File: src/rtl/uart_stim_driver.sv
// UART transmit stimulus source. Queues bytes with an error flag and serialises them onto
// txd_o, optionally corrupting the parity bit or the first stop bit of a frame.
module uart_stim_driver #(
  parameter int unsigned CLK_FREQ_HZ = 50000000,
  parameter int unsigned BAUD        = 115200,
  parameter int unsigned DATA_BITS   = 8,
  parameter int unsigned PARITY      = 0,
  parameter int unsigned STOP_BITS   = 1,
  parameter int unsigned FIFO_DEPTH  = 16
) (
  input  logic                        clk_i,
  input  logic                        rst_ni,
  input  logic [7:0]                  wr_data_i,
  input  logic                        wr_valid_i,
  input  logic                        err_inject_i,
  output logic                        wr_ready_o,
  output logic                        txd_o,
  output logic                        busy_o,
  output logic [$clog2(FIFO_DEPTH):0] level_o,
  output logic                        sent_o
);

  localparam int unsigned Divisor = CLK_FREQ_HZ / BAUD;
  localparam int unsigned TimerW  = (Divisor > 1) ? $clog2(Divisor) : 1;
  localparam int unsigned AddrW   = $clog2(FIFO_DEPTH);
  localparam int unsigned LevelW  = AddrW + 1;

  localparam logic [TimerW-1:0] TimerMax = TimerW'(Divisor - 1);
  localparam logic [7:0]        DataMask = 8'((1 << DATA_BITS) - 1);
  localparam logic [2:0]        LastData = 3'(DATA_BITS - 1);
  localparam logic [2:0]        LastStop = 3'(STOP_BITS - 1);
  localparam logic [LevelW-1:0] Full     = LevelW'(FIFO_DEPTH);

  typedef enum logic [2:0] {StIdle, StStart, StData, StParity, StStop} state_e;

  state_e             state_q, state_d;
  logic [TimerW-1:0]  timer_q, timer_d;
  logic [2:0]         bit_cnt_q, bit_cnt_d;
  logic [7:0]         shreg_q, shreg_d;
  logic               par_q, par_d;
  logic               err_q, err_d;
  logic               txd_q, txd_d;
  logic               sent_q, sent_d;
  logic               ready_q;
  logic [LevelW-1:0]  level_q, level_d;
  logic [AddrW-1:0]   wr_ptr_q, rd_ptr_q;
  logic [8:0]         mem_q [FIFO_DEPTH];

  logic       push, pop, tick;
  logic [8:0] head;
  logic [7:0] head_data;
  logic       head_err;

  // ready_q keeps the FIFO closed until the first edge after reset is released
  assign wr_ready_o = ready_q && (level_q < Full);
  assign push       = rst_ni && wr_valid_i && wr_ready_o;
  assign head       = mem_q[rd_ptr_q];
  assign head_data  = head[7:0] & DataMask;
  assign head_err   = head[8];
  assign tick       = (timer_q == TimerMax);
  assign level_d    = level_q + LevelW'(push) - LevelW'(pop);

  always_comb begin
    state_d   = state_q;
    timer_d   = timer_q;
    bit_cnt_d = bit_cnt_q;
    shreg_d   = shreg_q;
    par_d     = par_q;
    err_d     = err_q;
    sent_d    = 1'b0;
    pop       = 1'b0;
    if (state_q != StIdle) timer_d = tick ? '0 : timer_q + 1'b1;
    unique case (state_q)
      StIdle: pop = (level_q != '0);
      StStart: begin
        if (tick) begin
          state_d   = StData;
          bit_cnt_d = '0;
        end
      end
      StData: begin
        if (tick) begin
          shreg_d = shreg_q >> 1;
          if (bit_cnt_q == LastData) begin
            bit_cnt_d = '0;
            state_d   = (PARITY != 0) ? StParity : StStop;
          end else begin
            bit_cnt_d = bit_cnt_q + 1'b1;
          end
        end
      end
      StParity: begin
        if (tick) begin
          state_d   = StStop;
          bit_cnt_d = '0;
        end
      end
      StStop: begin
        if (tick) begin
          if (bit_cnt_q == LastStop) begin
            sent_d  = 1'b1;
            state_d = StIdle;
            pop     = (level_q != '0);
          end else begin
            bit_cnt_d = bit_cnt_q + 1'b1;
          end
        end
      end
      default: state_d = StIdle;
    endcase
    // A pop always starts a fresh frame, whether from idle or straight after a stop bit
    if (pop) begin
      state_d   = StStart;
      timer_d   = '0;
      bit_cnt_d = '0;
      shreg_d   = head_data;
      err_d     = head_err;
      par_d     = (PARITY == 1) ? ~^head_data : ^head_data;
    end
  end

  // Line level for the current state; registered below, so txd lags the FSM by one cycle
  always_comb begin
    txd_d = 1'b1;
    unique case (state_q)
      StIdle:   txd_d = 1'b1;
      StStart:  txd_d = 1'b0;
      StData:   txd_d = shreg_q[0];
      StParity: txd_d = par_q ^ err_q;
      StStop:   txd_d = !(err_q && (PARITY == 0) && (bit_cnt_q == '0));
      default:  txd_d = 1'b1;
    endcase
  end

  always_ff @(posedge clk_i) begin
    if (!rst_ni) begin
      state_q   <= StIdle;
      timer_q   <= '0;
      bit_cnt_q <= '0;
      shreg_q   <= '0;
      par_q     <= 1'b0;
      err_q     <= 1'b0;
      txd_q     <= 1'b1;
      sent_q    <= 1'b0;
      ready_q   <= 1'b0;
      level_q   <= '0;
      wr_ptr_q  <= '0;
      rd_ptr_q  <= '0;
    end else begin
      state_q   <= state_d;
      timer_q   <= timer_d;
      bit_cnt_q <= bit_cnt_d;
      shreg_q   <= shreg_d;
      par_q     <= par_d;
      err_q     <= err_d;
      txd_q     <= txd_d;
      sent_q    <= sent_d;
      ready_q   <= 1'b1;
      level_q   <= level_d;
      if (push) wr_ptr_q <= wr_ptr_q + 1'b1;
      if (pop)  rd_ptr_q <= rd_ptr_q + 1'b1;
    end
  end

  always_ff @(posedge clk_i) begin
    if (push) mem_q[wr_ptr_q] <= {err_inject_i, wr_data_i};
  end

  assign txd_o   = txd_q;
  assign sent_o  = sent_q;
  assign level_o = level_q;
  assign busy_o  = (state_q != StIdle) || (level_q != '0);

endmodule
File: config.mk
export PLATFORM = sky130hd
export DESIGN_NAME = uart_stim_driver
export DESIGN_NICKNAME = d
export VERILOG_FILES = /design/src/rtl/uart_stim_driver.sv
export SDC_FILE = /design/constraint.sdc
export NUM_CORES = 1
export LEC_CHECK = 0
export ABC_AREA = 1
export CAP_MARGIN = 25
export CORE_ASPECT_RATIO = 0.6
export CORE_MARGIN = 10
export CORE_UTILIZATION = 55
export DETAILED_ROUTE_END_ITERATION = 10
export PLACE_DENSITY_LB_ADDON = 0.15
export SKIP_LAST_GASP = 1
export SLEW_MARGIN = 20
export SYNTH_ARGS = -nofsm -noshare
export SYNTH_HDL_FRONTEND = slang
export SYNTH_SLANG_ARGS = --single-unit
File: constraint.sdc
create_clock -name clk_i -period 7.53 [get_ports clk_i]
set_input_delay 1.1295 -clock clk_i [delete_from_list [all_inputs] [get_ports clk_i]]
set_output_delay 1.1295 -clock clk_i [all_outputs]
set_load 0.01 [all_outputs]
==> results by group, run 1 <==
Clock network
  – Clock transition at path regs: 0.07 ns
  – Worst-Skew Late Latency: 0.43 ns
  – H-tree levels: 4
  – Post-cts repair resize count: 0
  – Longest Clk Path Bufs: 2
  – Clk root buf: clkbuf_16
  – CTS tree: yes
  – Setup Buffers After CTS: 0
  – # hold bufs at CTS: 0
  – Clock sink total: 189
  – TritonCTS buffer count: 17

Finish
  – FILL cells: 1211
  – NumNets Final: 891
  – Fraction of layout cells with a size suffix above 1: 5.94%
  – P&R area growth vs syn: 9.66%
  – Final Cell Area: 0.00917 mm²
  – Diodes inserted: 0

Global route
  – Global-route wire length before repair: 30700 µm
  – Initial antenna violation count: 0
  – Largest net degree at the start of global routing: 69
  – Vias in the first global route: 5565
  – Total grt overflow: 0
  – Overall global routing resource usage: 19.4%

Critical path
  – Worst path required time: 7.90 ns
  – Crit-path cells: clkdlybuf4s50_1, clkinv_1, nor2_1, inv_1, ha_1, inv_1, ha_1, fa_1, nand2_1, a21oi_1, nor2_1, o21ai_0, a21oi_1
  – CP delay by family, top: buffers and inverters
  – CP max stage delay: 0.74 ns
  – CP max-delay cell: clkdlybuf4s50_1
  – Crit start category: input port
  – Crit. End Element: flop
  – Critical path arrival: 4.47 ns
  – CP max FO: 19
  – Sum of buffers and inverters on the critical path: 4
  – WS Path Type: input port to flop

Drt
  – Avg WL per Cell: 18.3 µm
  – Vias: 5960
  – Vias per cell: 5.55
  – DR pass1 iterations: 6
  – Initial DRC count: 751
  – DRC Markers: 0
  – Antenna Violating Nets Remaining: 0
  – Post-Route WL: 19600 µm

Synth
  – Mapped Nets: 881
  – Cell accounting for the most synthesized area: edfxtp_1
  – Mapped Cells: 852
  – Post-synth EDFFs: 144
  – Most numerous cell in the Yosys netlist: nand2_1
  – Sequential share of the synthesized area: 62.5%
  – Async S/R FF share, synth: 0%
  – Synthesized cell area: 0.00836 mm²
  – Netlist cell types: 37
  – Avg Synthesized Cell Area: 9.81 µm²
  – Yosys top cell area share: 51.7%
  – FF+latch count, synth: 189
  – Commonest cells in the netlist: nand2_1, edfxtp_1, inv_1, nor2_1, nand3_1
  – Top post-synthesis cells by area: edfxtp_1, nand2_1, dfxtp_1
  – Synth Flop Type: edfxtp_1
  – Syn. warnings: 0

Timing
  – Period Utilization, post-route: 54.4%
  – Min Tclk post-route: 4.10 ns
  – Worst hold slack: 0.473 ns
  – Final setup skew: 0.0123 ns
  – RSZ-0062 raised after global routing: no
  – Final hold vios: 0
  – Pins over their slew limit: 0
  – Setup violators final: 0
  – Post-Route Setup TNS: 0 ns
  – FMAX: 244 MHz
  – Rel. slew slack: 35.1%
  – Worst-margin pin slew: 0.970 ns

Run
  – Max-cap violations: 0

Power and ir drop
  – Worst VDD drop: 0.000167 V
  – Leakage: 3.58 nW
  – P per Cell Area: 344 mW/mm²

Floorplan
  – Cell Rows: 34
  – Chip height: 115 µm
  – Initial Utilization: 56.9%
  – Total die area: 0.0207 mm²
  – Core area: 0.0147 mm²
  – Die extent in x: 179 µm
  – Io pins: 21

Placed design
  – RePlAce Congestion: 0.925
  – Post-DP HPWL: 13200 µm
  – IO Port Bufs: 20
  – Post-DP Area: 0.00860 mm²

Hold path
  – Worst hold path type: flop to flop

Run status
  – Outcome: completed
## path summary, 6_finish.rpt
path / startpoint / end / slack, ns / depth (start not counted)
hold reg to reg: shreg_q[7] / shreg_q[7] / 0.47 / 2
hold / removal: shreg_q[7] / shreg_q[7] / 0.47 / 2
setup reg to reg: timer_q[0] / level_o[4] / 4.14 / 16
setup / recovery: rst_ni / level_o[4] / 3.43 / 13
## report_power, final
group / leakage (nW) / internal (mW) / switching [mW]
clock: 0.276 / 0.452 / 0.399
combinational: 1.64 / 0.339 / 0.728
sequential: 1.66 / 1.18 / 0.0548
total: 3.58 / 1.97 / 1.18
## cell families after synthesis
family | share of synthesized area (%)
buf+inv | 6.95
compound gates | 4.76
simple gates | 22.0
flops | 62.5
fa+ha+maj | 2.63
xor+xnor | 1.15
## registers in the layout (all words and copies together), names as in the netlist, 3 cells and up, named ones only
register	cells
bit_cnt_q	3
timer_q	9
level_o	5
shreg_q	8
rd_ptr_q	4
state_q	3
mem_q	144
wr_ptr_q	4
## layout make-up
class / instances / area (µm²) / area share, %
flip-flops and latches: 189 / 5230 / 57.0
multi-input cells: 536 / 2550 / 27.8
clock buffers: 20 / 458 / 5.00
inverters: 96 / 363 / 3.96
well taps: 198 / 248 / 2.70
repair buffers: 22 / 215 / 2.35
clock inverters: 12 / 103 / 1.12
## layer usage
metal  wire (µm)  part of all wire, %  up-vias  GRT usage (%)
met5           0                    0        -              0
met4         213                  1.1        0           5.01
met3        1940                  9.9       22           5.07
met2        8240                   42      282           27.3
met1        9230                   47     2821           29.2
li1            -                    -     2835              -
## per-stage QoR
step / util [%] / power (mW) / setup slack (ns) / std cells
2_1_floorplan: - / 2.07 / 4.54 / 852
3_3_place_gp: 58.6 / 2.28 / 3.11 / 1041
3_5_place_dp: 58.6 / 2.31 / 3.08 / 1041
4_1_cts: 62.4 / 3.15 / 3.50 / 1073
5_1_grt: 62.4 / 3.35 / 3.11 / 1073
6_report: 62.4 / 3.16 / 3.43 / 1073
## worst min-delay path: cells and delay by family, from the launching register on
kind            cells  cell delay (ns)
compound gates      1             0.05
flops               1             0.31
simple gates        1             0.06
## placed cells by master (no fill, tap or decap), drive strengths merged, types with 4 or more instances in the layout
master and count:
a21oi 20, o211ai 4, dfxtp 45, ha 16
a31oi 6, o21ai 28, clkbuf 20, clkdlybuf4s50 20
xor2 6, nor3 12, o221ai 4, xnor2 5
edfxtp 144, nand2 252, clkinv 7, nor2 85
nand3 83, inv 100
Power figures use the tool's default switching activity.
==> run 2, diff against run 1 <==
==> constraint.sdc (replaced) <==
create_clock -name clk_i -period 3.9 [get_ports clk_i]
set_input_delay 0.585 -clock clk_i [delete_from_list [all_inputs] [get_ports clk_i]]
set_output_delay 0.585 -clock clk_i [all_outputs]
set_load 0.01 [all_outputs]
==> results by group, run 2 (synthesis results as in run 1) <==
Timing
  – Final hold vios: 0 (unchanged)
  – Worst-margin pin slew: 0.890 ns (-0.0799 ns)
  – Setup violators final: 0 (unchanged)
  – Pins over their slew limit: 0 (unchanged)
  – Post-Route Setup TNS: 0 ns (unchanged)
  – Rel. slew slack: 40.4% (+5.3 points)
  – Final setup skew: 0.0108 ns (-0.00151 ns)
  – RSZ-0062 raised after global routing: no
  – FMAX: 341 MHz
  – Min Tclk post-route: 2.93 ns
  – Period Utilization, post-route: 75.2%

Floorplan
  – Io pins: 21 (unchanged)
  – Initial Utilization: 56.9% (unchanged)
  – Total die area: 0.0207 mm² (unchanged)
  – Die extent in x: 179 µm (unchanged)
  – Chip height: 115 µm (unchanged)
  – Cell Rows: 34 (unchanged)
  – Core area: 0.0147 mm² (unchanged)

Critical path
  – CP dominant cell by count: nand2_1
  – Crit-path cells: ha_1, nand3_1, nor4_4, nand2_1, nand2_1, nand2_1, inv_1, ha_1, inv_1, ha_1, fa_1, nand2_1, a21oi_1, nor2_1, o21ai_0, a21oi_1
  – WS Path Type: flop to flop
  – CP delay by family, top: simple AND/OR/NAND/NOR gates
  – CP max stage delay: 0.41 ns (-0.33 ns)
  – Critical path arrival: 3.30 ns (-1.17 ns)
  – FF-to-FF path depth: 16 (unchanged)
  – Sum of buffers and inverters on the critical path: 2 (-2)
  – Crit. End Element: flop
  – CP max-delay cell: fa_1
  – CP max FO: 11 (-8)
  – Crit start category: flop
  – Worst path required time: 4.26 ns (-3.64 ns)
  – Levels on crit path: 16 (+3)

Power and ir drop
  – Leakage: 3.70 nW (+3.5%)
  – Worst VDD drop: 0.000278 V (+67%)
  – P per Cell Area: 656 mW/mm² (+90%)

Global route
  – Vias in the first global route: 5691 (+2.3%)
  – Initial antenna violation count: 0 (unchanged)
  – Global-route wire length before repair: 30500 µm (-0.61%)
  – Total grt overflow: 0 (unchanged)
  – Overall global routing resource usage: 19.3% (-0.19 points)
  – Largest net degree at the start of global routing: 69 (unchanged)

Clock network
  – CTS tree: yes
  – Clock sink total: 189 (unchanged)
  – Setup Buffers After CTS: 0 (unchanged)
  – Post-cts repair resize count: 0 (unchanged)
  – Worst-Skew Late Latency: 0.43 ns (about the same)
  – Longest Clk Path Bufs: 2 (unchanged)
  – # hold bufs at CTS: 0 (unchanged)
  – Clock transition at path regs: 0.07 ns (about the same)
  – TritonCTS buffer count: 17 (unchanged)
  – Clk root buf: clkbuf_16
  – H-tree levels: 4 (unchanged)

Finish
  – Top Registers: mem_q: 144 flops, timer_q: 9 flops, shreg_q: 8 flops
  – NumNets Final: 910 (+2.1%)
  – FILL cells: 1155 (-4.6%)
  – P&R area growth vs syn: 12.0%
  – Final Core Density: 63.8% (+1.3 points)
  – Most frequent cells in the layout: nand2_1, edfxtp_1, inv_1
  – Commonest non-fill, non-tap cell in the layout: nand2_1
  – Diodes inserted: 0 (unchanged)
  – Max FFs per register: 144 (unchanged)
  – Top reg by flops: mem_q
  – Fraction of layout cells with a size suffix above 1: 7.94% (+2.0 points)

Drt
  – DR pass1 iterations: 7 (+1)
  – Vias: 5971 (+0.18%)
  – DRC Markers: 0 (unchanged)
  – Initial DRC count: 727 (-3.2%)
  – Vias per cell: 5.47 (-1.6%)
  – Antenna Violating Nets Remaining: 0 (unchanged)
  – Post-Route WL: 19200 µm (-2.3%)
  – Avg WL per Cell: 17.6 µm (-4.0%)

Hold path
  – Worst hold path stage count: 2 (unchanged)
  – Worst hold path type: flop to flop

Placed design
  – RePlAce Congestion: 0.875 (-5.4%)
  – IO Port Bufs: 20 (unchanged)
  – Post-DP HPWL: 12200 µm (-7.8%)

Run status
  – Outcome: completed

Run
  – Max-cap violations: 0 (unchanged)
-- run 2: area by class of cell --
cell class	count	area (µm²)	area share, %
clock buffer	23	533	5.70
clock inverter	9	65.1	0.695
inverter	96	363	3.88
multi-input combinational	536	2550	27.3
sequential	189	5230	55.8
tap	198	248	2.65
timing repair buffer	41	370	3.96
-- run 2: layer usage --
metal  global-route usage [%]  part of all wire [%]  vias up
met5                        0                     0        -
met4                     6.47                   1.3        0
met3                     4.42                   8.7       23
met2                     27.6                    43      249
met1                     28.2                    47     2829
li1                         -                     -     2870
-- run 2: where the power goes --
group          switching [mW]  leakage [nW]  internal (mW)  total (mW)
Clock                   0.751         0.296          0.976        1.73
Combinational            1.33          1.74          0.681        2.01
Sequential              0.116          1.66           2.28        2.40
Total                    2.19          3.70           3.94        6.13
-- run 2: worst reg2reg max path, cell delays in order (launching register included) --
cell and delay (ns):
dfxtp_1 0.40, ha_1 0.17, nand3_1 0.11, nor4_4 0.27, nand2_1 0.16, nand2_1 0.09, nand2_1 0.24, inv_1 0.18
ha_1 0.13, inv_1 0.04, ha_1 0.20, fa_1 0.41, nand2_1 0.08, a21oi_1 0.06, nor2_1 0.13, o21ai_0 0.09
a21oi_1 0.11
-- run 2: path summary, 6_finish.rpt --
kind	start	end	slack, ns
max	timer_q[0]	level_o[4]	0.97
max reg2reg	timer_q[0]	level_o[4]	0.97
min reg2reg	shreg_q[7]	shreg_q[7]	0.47
min	shreg_q[7]	shreg_q[7]	0.47
-- run 2: metrics by stage --
| stage | area [µm²] | hold WS [ns] | power, mW | std cells | worst slack [ns] |
|---|---|---|---|---|---|
| after detailed placement | 8760 | 0.464 | 4.43 | 1060 | 0.721 |
| after CTS | 9360 | 0.474 | 6.14 | 1092 | 0.964 |
| final | 9360 | 0.473 | 6.13 | 1092 | 0.966 |
| after global placement | 8760 | 0.453 | 4.38 | 1060 | 0.771 |
| after floorplan | 8360 | 0.439 | 3.99 | 852 | 1.37 |
| after global routing | 9360 | 0.497 | 6.54 | 1092 | 0.595 |
==> run 3, diff against run 2 <==
==> constraint.sdc (replaced) <==
create_clock -name clk_i -period 2.6 [get_ports clk_i]
set_input_delay 0.39 -clock clk_i [delete_from_list [all_inputs] [get_ports clk_i]]
set_output_delay 0.39 -clock clk_i [all_outputs]
set_load 0.01 [all_outputs]
==> results by group, run 3 (synthesis results as in run 1) <==
Run status
  – Outcome: completed

Drt
  – DR pass1 iterations: 5 (-2)
  – Post-Route WL: 19700 µm (+2.8%)
  – Antenna Violating Nets Remaining: 0 (unchanged)
  – Vias per cell: 5.50 (+0.59%)
  – Initial DRC count: 675 (-7.2%)
  – WL met3: 1890 µm (+14%)
  – DRC Markers: 0 (unchanged)
  – Vias: 6138 (+2.8%)
  – WL met2: 8620 µm (+4.5%)
  – Highest layer used for signal routing: met4
  – Avg WL per Cell: 17.7 µm (+0.60%)
  – DRT met1 WL: 9050 µm (+0.37%)

Hold path
  – Hold_sp: rd_ptr_q[3]
  – Worst hold path type: flop to flop

Critical path
  – CP max-delay cell: fa_2
  – Crit. End Element: flop
  – Reg2reg start: timer_q[1]
  – WS Path Type: flop to flop
  – Critical path origin: timer_q[1]
  – Critical R2R Capture: level_o[2]
  – Worst path required time: 2.92 ns (-1.34 ns)
  – Critical path arrival: 2.90 ns (-0.40 ns)
  – Crit-path cells: inv_2, ha_4, nand3_4, nor4_4, nand2_2, nand2_2, nand2_2, inv_2, ha_4, inv_2, ha_4, fa_2, buf_4, buf_4, xnor2_2, nor2_1
  – CP max FO: 3 (-8)
  – FF-to-FF path depth: 16 (unchanged)
  – R2r setup slk: 0.01 ns (-0.95 ns)
  – Crit start category: flop
  – Crit path to: level_o[2]
  – CP max stage delay: 0.38 ns (-0.03 ns)

Floorplan
  – Io pins: 21 (unchanged)
  – Initial Utilization: 56.9% (unchanged)
  – Core area: 0.0147 mm² (unchanged)
  – Cell Rows: 34 (unchanged)
  – Die extent in x: 179 µm (unchanged)
  – Total die area: 0.0207 mm² (unchanged)
  – Chip height: 115 µm (unchanged)

Global route
  – Overall global routing resource usage: 19.5% (+0.28 points)
  – Vias in the first global route: 5802 (+2.0%)
  – Total grt overflow: 0 (unchanged)
  – Largest net degree at the start of global routing: 53 (-23%)
  – Initial antenna violation count: 0 (unchanged)
  – Global-route wire length before repair: 31100 µm (+1.8%)

Timing
  – Pins over their slew limit: 0 (unchanged)
  – Worst hold slack: 0.466 ns (-0.00733 ns)
  – Final hold vios: 0 (unchanged)
  – FMAX: 387 MHz (+13%)
  – Rel. slew slack: 55.5% (+15 points)
  – Final setup skew: 0.0118 ns (+0.00101 ns)
  – Worst-margin pin slew: 0.665 ns (-0.226 ns)
  – RSZ-0062 raised after global routing: yes
  – Worst Slack Setup Final: 0.0143 ns (-0.951 ns)
  – Min Tclk post-route: 2.59 ns (-0.349 ns)
  – Setup violators final: 0 (unchanged)
  – Period Utilization, post-route: 99.5% (+24 points)

Finish
  – FILL cells: 1151 (-0.35%)
  – Commonest non-fill, non-tap cell in the layout: nand2_1
  – Max FFs per register: 144 (unchanged)
  – P&R area growth vs syn: 14.9%
  – NumNets Final: 934 (+2.6%)
  – Fraction of layout cells with a size suffix above 1: 12.2% (+4.3 points)
  – Top Registers: mem_q: 144 flops, timer_q: 9 flops, shreg_q: 8 flops
  – Diodes inserted: 0 (unchanged)
  – Most frequent cells in the layout: nand2_1, edfxtp_1, inv_1
  – Top reg by flops: mem_q

Placed design
  – Post-placement setup slack: -0.0308 ns (-0.752 ns)
  – Post-DP HPWL: 13300 µm (+9.3%)
  – IO Port Bufs: 20 (unchanged)
  – RePlAce Congestion: 0.874 (about the same)

Clock network
  – CTS tree: yes
  – Clk root buf: clkbuf_16
  – TritonCTS buffer count: 17 (unchanged)
  – Clock transition at path regs: 0.07 ns (about the same)
  – Longest Clk Path Bufs: 2 (unchanged)
  – H-tree levels: 4 (unchanged)
  – Clock sink total: 189 (unchanged)
  – # hold bufs at CTS: 0 (unchanged)
  – Worst-Skew Late Latency: 0.43 ns (about the same)

Power and ir drop
  – Worst VDD drop: 0.000575 V (+110%)
  – P per Cell Area: 988 mW/mm² (+51%)
  – Leakage: 3.81 nW (+2.9%)

Run
  – Max-cap violations: 0 (unchanged)
-- run 3: cell types whose count changed in the layout (fill, tap and decap cells not counted), moves of 3 or more --
cell and delta:
buf_4 +23, ha_1 -3, clkbuf_16 -4, nand2_1 -4, clkinv_1 +3, inv_2 +3
inv_1 -3, clkinv_4 +3, ha_4 +3, nand2_2 +4
-- run 3: stage by stage --
step | setup TNS [ns] | utilization [%] | instance area, µm² | std cells | power [mW]
after CTS | 0 | 64.7 | 9500 | 1113 | 9.31
after global placement | 0 | 60.8 | 8930 | 1081 | 6.68
after detailed placement | -0.0496 | 60.8 | 8930 | 1081 | 6.85
after global routing | -0.229 | 65.4 | 9600 | 1116 | 10.1
final | 0 | 65.4 | 9600 | 1116 | 9.48
after floorplan | 0 | - | 8360 | 852 | 5.99
-- run 3: power by group --
group          internal (mW)  switching [mW]  total [mW]
Clock                   1.34            1.14        2.48
Combinational           1.24            2.19        3.42
Sequential              3.43           0.149        3.58
Total                   6.00            3.48        9.48
-- run 3: area by class of cell --
class | count | area [µm²] | area share (%)
repair buffers | 65 | 563 | 5.86
inverters | 96 | 363 | 3.78
well taps | 198 | 248 | 2.58
multi-input cells | 536 | 2630 | 27.4
clock buffers | 17 | 425 | 4.43
clock inverters | 15 | 140 | 1.46
flip-flops and latches | 189 | 5230 | 54.5
-- run 3: critical path: cells and delay by family (launching register included) --
family	cells	cell delay, ns
flops	1	0.33
xor+xnor	1	0.12
simple gates	6	0.73
fa+ha+maj	4	0.81
buf+inv	5	0.46
-- run 3: worst min path at each step --
| stage | endpoint | slack, ns | cells past startpoint |
|---|---|---|---|
| 6_report | flop | 0.47 | 2 |
| 5_1_grt | shreg_q[7] | 0.51 | 2 |
| 4_1_cts | shreg_q[7] | 0.47 | 2 |
| 3_5_place_dp | shreg_q[7] | 0.46 | 2 |
| 3_3_place_gp | shreg_q[7] | 0.45 | 2 |
| 2_1_floorplan | ready_q | 0.42 | 0 |
-- run 3: routing by layer --
metal	track usage, %	vias to the layer above
met2	29.0	261
met4	3.97	0
met3	4.58	19
met5	0	-
li1	-	2927
met1	28.7	2931
-- run 3: repair_timing --
item / 4_1_cts / 5_1_grt
resized for setup: 0 / 23
setup buffers: 0 / 3
setup endpoints to repair: 0 / 2
